<file path="src/rtl/jk_cmd_sequencer.sv">
// rtl/jk_cmd_sequencer.sv - command FIFO and pulse sequencer driving a JK flip-flop, with shadow-state checker
module jk_cmd_sequencer #(
  parameter int DEPTH      = 4,
  parameter int CNT_W      = 4,
  parameter int GAP_CYCLES = 1
) (
  input  logic             clk,
  input  logic             reset,
  input  logic             cmd_valid,
  output logic             cmd_ready,
  input  logic [1:0]       cmd_op,
  input  logic [CNT_W-1:0] cmd_count,
  output logic             j,
  output logic             k,
  input  logic             q_fb,
  output logic             busy,
  output logic             cmd_done,
  output logic             mismatch,
  output logic             q_exp,
  output logic [15:0]      issued_count
);

  localparam int AW = $clog2(DEPTH);
  localparam int PW = AW + 1;
  localparam int EW = 2 + CNT_W;
  localparam int GW = (GAP_CYCLES > 1) ? $clog2(GAP_CYCLES) : 1;

  typedef enum logic [1:0] {
    S_IDLE  = 2'd0,
    S_DRIVE = 2'd1,
    S_GAP   = 2'd2
  } state_t;

  // Command FIFO storage; pointers carry one extra bit to tell full from empty.
  logic [EW-1:0]    r_mem [DEPTH];
  logic [PW-1:0]    r_wr_ptr;
  logic [PW-1:0]    r_rd_ptr;

  state_t           r_state;
  state_t           w_state_nxt;

  logic             r_j;
  logic             r_k;
  logic [1:0]       r_op;
  logic [CNT_W-1:0] r_rem;
  logic [GW-1:0]    r_gap_cnt;
  logic             r_done;
  logic             r_q_exp;
  logic             r_mismatch;
  logic [15:0]      r_issued;

  logic             w_empty;
  logic             w_full;
  logic             w_push;
  logic             w_pop;
  logic [EW-1:0]    w_head;
  logic [1:0]       w_head_op;
  logic [CNT_W-1:0] w_head_cnt;

  logic             w_j_nxt;
  logic             w_k_nxt;
  logic [1:0]       w_op_nxt;
  logic [CNT_W-1:0] w_rem_nxt;
  logic [GW-1:0]    w_gap_nxt;
  logic             w_done_nxt;
  logic             w_q_exp_nxt;
  logic             w_issue;

  assign w_empty    = (r_wr_ptr == r_rd_ptr);
  assign w_full     = (r_wr_ptr[AW] != r_rd_ptr[AW]) &&
                      (r_wr_ptr[AW-1:0] == r_rd_ptr[AW-1:0]);
  assign w_push     = cmd_valid && !w_full;
  assign w_pop      = (r_state == S_IDLE) && !w_empty;
  assign w_head     = r_mem[r_rd_ptr[AW-1:0]];
  assign w_head_op  = w_head[EW-1 -: 2];
  assign w_head_cnt = w_head[CNT_W-1:0];

  // Ready is derived only from registered pointers, so a same-cycle pop never
  // reopens the input until the following cycle.
  assign cmd_ready    = !w_full;
  assign busy         = (r_state != S_IDLE) || !w_empty;
  assign j            = r_j;
  assign k            = r_k;
  assign cmd_done     = r_done;
  assign mismatch     = r_mismatch;
  assign q_exp        = r_q_exp;
  assign issued_count = r_issued;

  // FIFO data write; contents need no reset because the pointers gate validity.
  always_ff @(posedge clk) begin
    if (w_push) begin
      r_mem[r_wr_ptr[AW-1:0]] <= {cmd_op, cmd_count};
    end
  end

  // FIFO pointer update; reset flushes any queued commands.
  always_ff @(posedge clk) begin
    if (reset) begin
      r_wr_ptr <= '0;
      r_rd_ptr <= '0;
    end else begin
      if (w_push) r_wr_ptr <= r_wr_ptr + PW'(1);
      if (w_pop)  r_rd_ptr <= r_rd_ptr + PW'(1);
    end
  end

  // Next-state and datapath decode for the IDLE/DRIVE/GAP sequencer.
  always_comb begin
    w_state_nxt = r_state;
    w_j_nxt     = r_j;
    w_k_nxt     = r_k;
    w_op_nxt    = r_op;
    w_rem_nxt   = r_rem;
    w_gap_nxt   = r_gap_cnt;
    w_done_nxt  = 1'b0;
    w_q_exp_nxt = r_q_exp;
    w_issue     = 1'b0;
    case (r_state)
      S_IDLE: begin
        if (!w_empty) begin
          w_op_nxt             = w_head_op;
          w_rem_nxt            = (w_head_cnt == '0) ? CNT_W'(1) : w_head_cnt;
          {w_j_nxt, w_k_nxt}   = w_head_op;
          w_state_nxt          = S_DRIVE;
        end else begin
          {w_j_nxt, w_k_nxt}   = 2'b00;
        end
      end
      S_DRIVE: begin
        // The flip-flop captures {j,k} on this edge, so the shadow moves with it.
        {w_j_nxt, w_k_nxt} = 2'b00;
        w_rem_nxt          = r_rem - CNT_W'(1);
        w_gap_nxt          = GW'(GAP_CYCLES - 1);
        w_issue            = 1'b1;
        case (r_op)
          2'b01:   w_q_exp_nxt = 1'b0;
          2'b10:   w_q_exp_nxt = 1'b1;
          2'b11:   w_q_exp_nxt = ~r_q_exp;
          default: w_q_exp_nxt = r_q_exp;
        endcase
        w_state_nxt = S_GAP;
      end
      S_GAP: begin
        if (r_gap_cnt != '0) begin
          w_gap_nxt = r_gap_cnt - GW'(1);
        end else if (r_rem != '0) begin
          {w_j_nxt, w_k_nxt} = r_op;
          w_state_nxt        = S_DRIVE;
        end else begin
          w_done_nxt  = 1'b1;
          w_state_nxt = S_IDLE;
        end
      end
      default: begin
        {w_j_nxt, w_k_nxt} = 2'b00;
        w_state_nxt        = S_IDLE;
      end
    endcase
  end

  // FSM state register.
  always_ff @(posedge clk) begin
    if (reset) begin
      r_state <= S_IDLE;
    end else begin
      r_state <= w_state_nxt;
    end
  end

  // Registered outputs, counters and shadow state; reset drops any command in flight.
  always_ff @(posedge clk) begin
    if (reset) begin
      r_j       <= 1'b0;
      r_k       <= 1'b0;
      r_op      <= 2'b00;
      r_rem     <= '0;
      r_gap_cnt <= '0;
      r_done    <= 1'b0;
      r_q_exp   <= 1'b0;
      r_issued  <= 16'd0;
    end else begin
      r_j       <= w_j_nxt;
      r_k       <= w_k_nxt;
      r_op      <= w_op_nxt;
      r_rem     <= w_rem_nxt;
      r_gap_cnt <= w_gap_nxt;
      r_done    <= w_done_nxt;
      r_q_exp   <= w_q_exp_nxt;
      if (w_issue) r_issued <= r_issued + 16'd1;
    end
  end

  // Sticky divergence flag between fed-back q and the shadow state.
  always_ff @(posedge clk) begin
    if (reset) begin
      r_mismatch <= 1'b0;
    end else if (q_fb != r_q_exp) begin
      r_mismatch <= 1'b1;
    end
  end

endmodule

</file>
<file path="config.mk">
export PLATFORM = sky130hd
export DESIGN_NAME = jk_cmd_sequencer
export DESIGN_NICKNAME = d
export VERILOG_FILES = /design/src/rtl/jk_cmd_sequencer.sv
export SDC_FILE = /design/constraint.sdc
export NUM_CORES = 1
export LEC_CHECK = 0
export ABC_CLOCK_PERIOD_IN_PS = 5050
export BUFFER_PORTS_ARGS = -buffer_cell sky130_fd_sc_hd__buf_4
export CAP_MARGIN = 20
export CORE_MARGIN = 2
export CORE_UTILIZATION = 50
export CTS_CLUSTER_SIZE = 10
export DETAILED_ROUTE_END_ITERATION = 6
export GPL_ROUTABILITY_DRIVEN = 0
export HOLD_SLACK_MARGIN = 0.03
export PLACE_DENSITY = 0.75
export RECOVER_POWER = 25
export SLEW_MARGIN = 20
export SYNTH_ARGS = -nofsm -noshare
export SYNTH_HDL_FRONTEND = slang
export SYNTH_SLANG_ARGS = --single-unit
</file>
<file path="constraint.sdc">
create_clock -name clk -period 5.05 [get_ports clk]
set_input_delay 1.01 -clock clk [delete_from_list [all_inputs] [get_ports clk]]
set_output_delay 1.01 -clock clk [all_outputs]
set_load 0.01 [all_outputs]
</file>
==> summary.md, run 1 <==
| Metric | Value |
|---|---|
| Comb power frac | 24.7% |
| CTS resizes | 0 |
| Top cell type's share of synthesized area | 28.0% |
| Area contributors post-synth | dfxtp_1 28%, edfxtp_1 27%, mux4_2 5.1%, xor2_1 3.6%, ha_1 3.3% |
| Req. time, crit path | 4040 ps |
| Clock Sink Count | 61 |
| Critical Path Sink Type | output pin |
| Min Tclk post-route | 2610 ps |
| CTS tree | done |
| Count of pins over their slew limit | 0 |
| Library cell with the largest summed area after synthesis | dfxtp_1 |
| Basic-gate share of the synthesized area counting and, or, nand and nor cells | 16.8% |
| NumNets Final | 283 |
| Drc violations | 0 |
| Mean instance size in the synthesized netlist | 11.4 um2 |
| Floorplan die height | 76.7 um |
| Combinational family with the most area after synthesis | simple AND/OR/NAND/NOR gates |
| Setup Viol. Count Final | 0 |
| Fraction of the mapped netlist area in adder cells | 3.31% |
| Ratio of routed vias to standard cells | 5.27 |
| Max-cap violations | 1 |
| Setup repair after global routing missed its margin | false |
| Startpoint class of the critical path | register |
| First-pass iteration count of the detailed router | 4 |
| Root Buffer Master | clkbuf_8 |
| Net switching fraction of the power | 31.1% |
| Number of cells produced by synthesis | 231 |
| Path category of the worst min-delay check | reg2reg |
| Slew at the pin closest to its max-slew limit | 1490 ps |
| Violations in the final reports | max-capacitance violations |
| Fin crit share | 51.7% |
| Nets in the synthesized netlist | 248 |
| Top Ports | 33 |
| Post-CTS Hold Buffers | 0 |
| Detail-routed net length per standard cell | 13.6 um |
| Power spent charging and discharging nets | 440 uW |
| Yosys warning count | 0 |
| Detailed placer's ending HPWL | 3.25 mm |
| Mux share of post-synthesis cell area | 7.48% |
| Layout Area Growth over Synthesis | 16.8% |
| Part of the power in registers | 46.0% |
| TritonCTS Buffers | 9 |
| Worst setup path startpoint | r_wr_ptr[0] |
| Number of antenna violations at the first check in global routing | 0 |
| Die area | 5890 um2 |
| Post-synthesis compound-gate area fraction | 8.14% |
| Final Hold Viols | 0 |
| Synthesized area | 2640 um2 |
| Pin count of the biggest net entering global routing | 35 |
| Post-detailed-routing wire length | 4.65 mm |
| Worst-case vdd ir drop | 221 uV |
| Dominant register cell in the synthesized netlist | dfxtp_1 |
| Sequential element share of the synthesized area | 55.3% |
| Antenna diode count | 0 |
| Reg clk slew, reported paths | 70 ps |
| Critical Setup Path Class | reg2out |
| Static Leakage | 0.00120 uW |
| Worst slew margin relative to its limit | 0.732% |
| Clk Latency, worst-skew pair | 330 ps |
| TNS Setup | 0 ps |
| Buffers on Ports | 32 |
| Pwr dens | 457 nW/um2 |
| Maximum achievable frequency | 383 MHz |
| Outcome | finished with violations |
| Vias | 1798 |
| Total internal power | 973 uW |
| CP arrival | 1600 ps |
| Largest clock skew in the final design | 7.93 ps |
| Xor and xnor fraction of the mapped netlist area | 5.30% |
| Tot GR Track Use | 17.1% |
| Min-Delay Startpoint | mismatch |
| Starting density of the core | 51.8% |
| H-tree lvl count | 3 |
| Number of flops mapped to enable cells by yosys | 24 |
| Buffer count from post-CTS setup fixing | 0 |
| Width of the chip | 76.7 um |
| Seq cells post-synth | 61 |
| Filler Cell Count | 425 |
| Fraction of final layout cells with drive strength greater than 1 | 19.9% |
| Via count of the first global-routing pass | 1660 |
| Core footprint | 5110 um2 |
| Global-route wire length before repair | 7.74 mm |
| Proportion of synthesized flip-flops having asynchronous set or reset | 0% |
| Number of distinct standard cells referenced by the synthesized netlist | 48 |
| Residual antenna-violating net count after detailed routing | 0 |
| Maximum buffer depth of the clock tree | 2 |
| Detailed router's first-iteration violation count | 108 |
| Total global routing overflow | 0 |
| Largest driver fanout on the critical path | 6 |
| Final cell utilization of the core | 60.5% |
| Std cell rows | 26 |
| Reg2Reg Launch Point | r_state[0] |
| Proportion of power drawn by the clock network | 29.3% |
[stage by stage]
| step | hold slack, ps | instance area (um2) | worst slack, ps | total power, uW | instances |
|---|---|---|---|---|---|
| detailed placement | 472 | 2930 | 2780 | 1010 | 325 |
| CTS | 487 | 3120 | 2410 | 1430 | 341 |
| finish | 483 | 3090 | 2440 | 1410 | 341 |
| global placement | 456 | 2930 | 2850 | 1000 | 325 |
| floorplan | 453 | 2640 | 3040 | 913 | 231 |
| global route | 503 | 3090 | 2230 | 1500 | 341 |
[synth_stat cells (2+ instances only)]
cell type and count:
dfxtp_1 37, edfxtp_1 24, nor2_1 22, nand2_1 16, inv_1 12, xor2_1 11
a21oi_1 8, nand3_1 8, ha_1 7, mux4_2 6, nor3_1 6, o21ai_0 6
xnor2_1 5, buf_2 4, mux2i_1 4, nor2b_1 4, or3_1 4, and2_1 3
nand2b_1 3, o31ai_1 3, a22o_1 2, a31oi_1 2, and3_1 2, buf_6 2
clkbuf_1 2, mux2_2 2, nand4_1 2, nor4_1 2, o21a_1 2, o31a_1 2
[registers in the layout, indices dropped and copies added (netlist names), named ones only]
signal and count:
cmd_done 1, issued_count 16, j 1, k 1, mismatch 1, q_exp 1, r_mem 24, r_op 2
r_rd_ptr 3, r_rem 4, r_state 2, r_wr_ptr 3
[kinds of logic after synthesis]
group                      Yosys count
and+or+nand+nor                     82
AOI/OAI and AO/OA                   32
muxes                               12
buffers and inverters               21
xor gates and xnor gates            16
adders and majority gates            7
DFF                                 61
[worst max-delay path: stages, from the launching register on]
cell	delay (ps)
dfxtp_1	420
xor2_1	180
nor3_1	410
nand2_1	100
buf_4	160
[power groups by stage]
stage / clock network (uW) / registers [uW] / logic [uW]
floorplan: 0 / 632 / 281
global placement: 0 / 658 / 345
detailed placement: 0 / 660 / 352
CTS: 422 / 650 / 355
global route: 448 / 661 / 394
finish: 414 / 650 / 349
[metal layers]
| layer | track usage, % | vias to the layer above | share of wire (%) |
|---|---|---|---|
| met5 | 0 | - | 0 |
| li1 | - | 896 | - |
| met4 | 7.27 | 0 | 1.1 |
| met3 | 5.53 | 8 | 5.9 |
| met1 | 21.5 | 848 | 46 |
| met2 | 27.0 | 46 | 47 |
[area by class of cell]
type / instances / area (um2) / area share (%)
clock inverter: 7 / 66.3 / 2.15
tap: 70 / 87.6 / 2.84
inverter: 12 / 45.0 / 1.46
clock buffer: 9 / 124 / 4.01
sequential: 61 / 1460 / 47.3
multi-input combinational: 149 / 1080 / 35.1
timing repair buffer: 33 / 221 / 7.17
[final timing paths]
check             slack (ps)  cells past startpoint               end
setup / recovery        2440                      4              busy
hold / removal           480                      2          mismatch
setup reg to reg        3080                      4  issued_count[10]
hold reg to reg          480                      2          mismatch
[cells in the final DEF (no fill, tap or decap), drive strengths merged, types with 3 or more instances in the layout]
| cell | n |
|---|---|
| a21oi | 8 |
| and2 | 3 |
| buf | 26 |
| clkbuf | 16 |
| clkinv | 4 |
| dfxtp | 37 |
| edfxtp | 24 |
| ha | 7 |
| inv | 12 |
| mux2i | 4 |
| mux4 | 6 |
| nand2 | 16 |
| nand2b | 3 |
| nand3 | 8 |
| nand4 | 3 |
| nor2 | 22 |
| nor2b | 4 |
| nor3 | 6 |
| o21ai | 6 |
| o31ai | 3 |
| or3 | 5 |
| xnor2 | 5 |
| xor2 | 11 |
Note: power is estimated with default switching activity, not from simulation.
==> run 2, diff against run 1 <==
--- a/config.mk
+++ b/config.mk
@@ -5,7 +5,7 @@
 export SDC_FILE = /design/constraint.sdc
 export NUM_CORES = 1
 export LEC_CHECK = 0
-export ABC_CLOCK_PERIOD_IN_PS = 5050
+export ABC_CLOCK_PERIOD_IN_PS = 2250
 export BUFFER_PORTS_ARGS = -buffer_cell sky130_fd_sc_hd__buf_4
 export CAP_MARGIN = 20
 export CORE_MARGIN = 2
@@ -14,7 +14,7 @@
 export DETAILED_ROUTE_END_ITERATION = 6
 export GPL_ROUTABILITY_DRIVEN = 0
 export HOLD_SLACK_MARGIN = 0.03
-export PLACE_DENSITY = 0.75
+export PLACE_DENSITY = 0.78
 export RECOVER_POWER = 25
 export SLEW_MARGIN = 20
 export SYNTH_ARGS = -nofsm -noshare
==> constraint.sdc (replaced) <==
create_clock -name clk -period 2.25 [get_ports clk]
set_input_delay 0.45 -clock clk [delete_from_list [all_inputs] [get_ports clk]]
set_output_delay 0.45 -clock clk [all_outputs]
set_load 0.01 [all_outputs]
==> run 2 against run 1 <==
Compared with the run above: the run now ends clean; worst hold slack got worse by 87 ps; critical path depth did not move; sequential power rose by 120%; routed wire length rose by 1.1%; power rose by 140%; first-iteration DRC count fell by 30%; setup slack got worse by 2200 ps; sequential share of layout area fell by 1.2 points; die area did not move.
==> summary.md, run 2 (synthesis gave the netlist of run 1 again) <==
| Metric | Value |
|---|---|
| Total global routing overflow | 0 (unchanged) |
| Largest clock skew in the final design | 8.46 ps (+0.535 ps) |
| Maximum buffer depth of the clock tree | 2 (unchanged) |
| Clock Sink Count | 61 (unchanged) |
| CTS resizes | 0 (unchanged) |
| Req. time, crit path | 1800 ps (-2240 ps) |
| Final Hold Slack | 396 ps (-87.3 ps) |
| Post-CTS Hold Buffers | 0 (unchanged) |
| Register-to-register setup slack | 420 ps (-2660 ps) |
| Via count of the first global-routing pass | 1695 (+2.1%) |
| Buffers on Ports | 32 (unchanged) |
| Summed area of non-filler cells in the final layout | 3170 um2 (+2.6%) |
| Top Ports | 33 (unchanged) |
| Tot GR Track Use | 17.6% (+0.52 points) |
| Fraction of final layout cells with drive strength greater than 1 | 22.0% (+2.1 points) |
| Core footprint | 5110 um2 (unchanged) |
| Most frequent cells in the layout | 37 x dfxtp_1, 29 x buf_4, 24 x edfxtp_1, 22 x nor2_1, 16 x nand2_1 |
| Std cell rows | 26 (unchanged) |
| Path category of the worst min-delay check | in2reg |
| Clk Latency, worst-skew pair | 340 ps (about the same) |
| Static Leakage | 0.00124 uW (+3.4%) |
| Vias | 1782 (-0.89%) |
| Most common library cell in the layout ignoring fill and taps | dfxtp_1 |
| Detailed placer's ending HPWL | 3.31 mm (+1.9%) |
| Ratio of routed vias to standard cells | 5.20 (-1.5%) |
| Starting density of the core | 51.8% (unchanged) |
| Pwr dens | 1090 nW/um2 (+140%) |
| NumNets Final | 285 (+0.71%) |
| Flip-flop count of the largest register after layout | 24 (unchanged) |
| Critical Path Sink Type | output pin |
| Antenna diode count | 0 (unchanged) |
| Outcome | completed |
| Largest driver fanout on the critical path | 6 (unchanged) |
| Residual antenna-violating net count after detailed routing | 0 (unchanged) |
| TritonCTS Buffers | 9 (unchanged) |
| Area of placed instances | 2940 um2 (+0.51%) |
| CTS tree | done |
| Critical Setup Path Class | reg2out |
| Detail-routed net length per standard cell | 13.7 um (+0.48%) |
| Floorplan die height | 76.7 um (unchanged) |
| Buffer count from post-CTS setup fixing | 0 (unchanged) |
| CP arrival | 1570 ps (-30 ps) |
| Width of the chip | 76.7 um (unchanged) |
| Worst slew margin relative to its limit | 62.6% (+62 points) |
| Detailed router's first-iteration violation count | 76 (-30%) |
| First-pass iteration count of the detailed router | 4 (unchanged) |
| Setup Viol. Count Final | 0 (unchanged) |
| Filler Cell Count | 431 (+1.4%) |
| Post-detailed-routing wire length | 4.70 mm (+1.1%) |
| Slew at the pin closest to its max-slew limit | 554 ps (-935 ps) |
| Worst path max stage delay | 440 ps (+20 ps) |
| Setup repair after global routing missed its margin | false |
| Max-cap violations | 0 (-1) |
| Count of pins over their slew limit | 0 (unchanged) |
| Min Tclk post-route | 2020 ps |
| CP cell instances | xor2_1, nor3_2, nand2_1, buf_4 |
| Die area | 5890 um2 (unchanged) |
| Number of antenna violations at the first check in global routing | 0 (unchanged) |
| Final Hold Viols | 0 (unchanged) |
| Maximum achievable frequency | 494 MHz |
| Global-route wire length before repair | 7.97 mm (+2.9%) |
| H-tree lvl count | 3 (unchanged) |
| Worst-case vdd ir drop | 618 uV (+180%) |
| Startpoint class of the critical path | register |
| Pin count of the biggest net entering global routing | 35 (unchanged) |
| Worst path slowest cell | xor2_1 |
| TNS Setup | 0 ps (unchanged) |
| Drc violations | 0 (unchanged) |
| Root Buffer Master | clkbuf_8 |
| Fin crit share | 89.9% |
| Layout Area Growth over Synthesis | 19.9% |
| Reg clk slew, reported paths | 80 ps (about the same) |
## run 2: cell count changes in the layout (fill, tap and decap cells not counted)
cell	before	now
clkbuf_1	7	6
inv_6	0	1
clkinv_1	2	0
nor3_1	6	5
bufinv_16	1	3
nor3_2	0	1
clkinv_2	1	0
buf_4	26	29
## run 2: layout make-up
| type | count | area (um2) | area share, % |
|---|---|---|---|
| Clock inverter | 7 | 123 | 3.87 |
| Tap cell | 70 | 87.6 | 2.76 |
| Multi-Input combinational cell | 149 | 1090 | 34.3 |
| Sequential cell | 61 | 1460 | 46.1 |
| Timing Repair Buffer | 35 | 240 | 7.58 |
| Clock buffer | 9 | 124 | 3.91 |
| Inverter | 12 | 45.0 | 1.42 |
## run 2: path summary, 6_finish.rpt
kind,startpoint,to,cells after the start
max,r_wr_ptr[0],busy,4
min,cmd_op[0],r_mem[0][4],1
max reg2reg,r_wr_ptr[0],r_mem[1][2],3
min reg2reg,mismatch,mismatch,2
## run 2: critical path, delay by kind of cell, from the launching register on
family	cells	cell delay (ps)
AND/OR/NAND/NOR	2	240
XOR/XNOR	1	440
flip-flops	1	430
buffers and inverters	1	120
## run 2: per-layer routing
layer | GRT usage (%) | part of all wire, %
met5 | 0 | 0
met3 | 5.88 | 5.0
met4 | 9.27 | 2.3
met2 | 27.4 | 47
met1 | 21.7 | 45
## run 2: per-stage QoR
stage	power, uW	setup slack [ps]	utilization [%]	instances
floorplan	2050	610	-	231
global placement	2270	526	57.6	327
detailed placement	2290	446	57.6	327
CTS	3490	115	62.4	343
global route	3650	98.0	62.1	343
finish	3460	227	62.1	343
## run 2: power by group
group | switching (uW) | internal [uW] | leakage [uW]
clock | 447 | 741 | 0.000116
sequential | 168 | 1290 | 0.000522
combinational | 394 | 415 | 0.000607
total | 1010 | 2450 | 0.00124
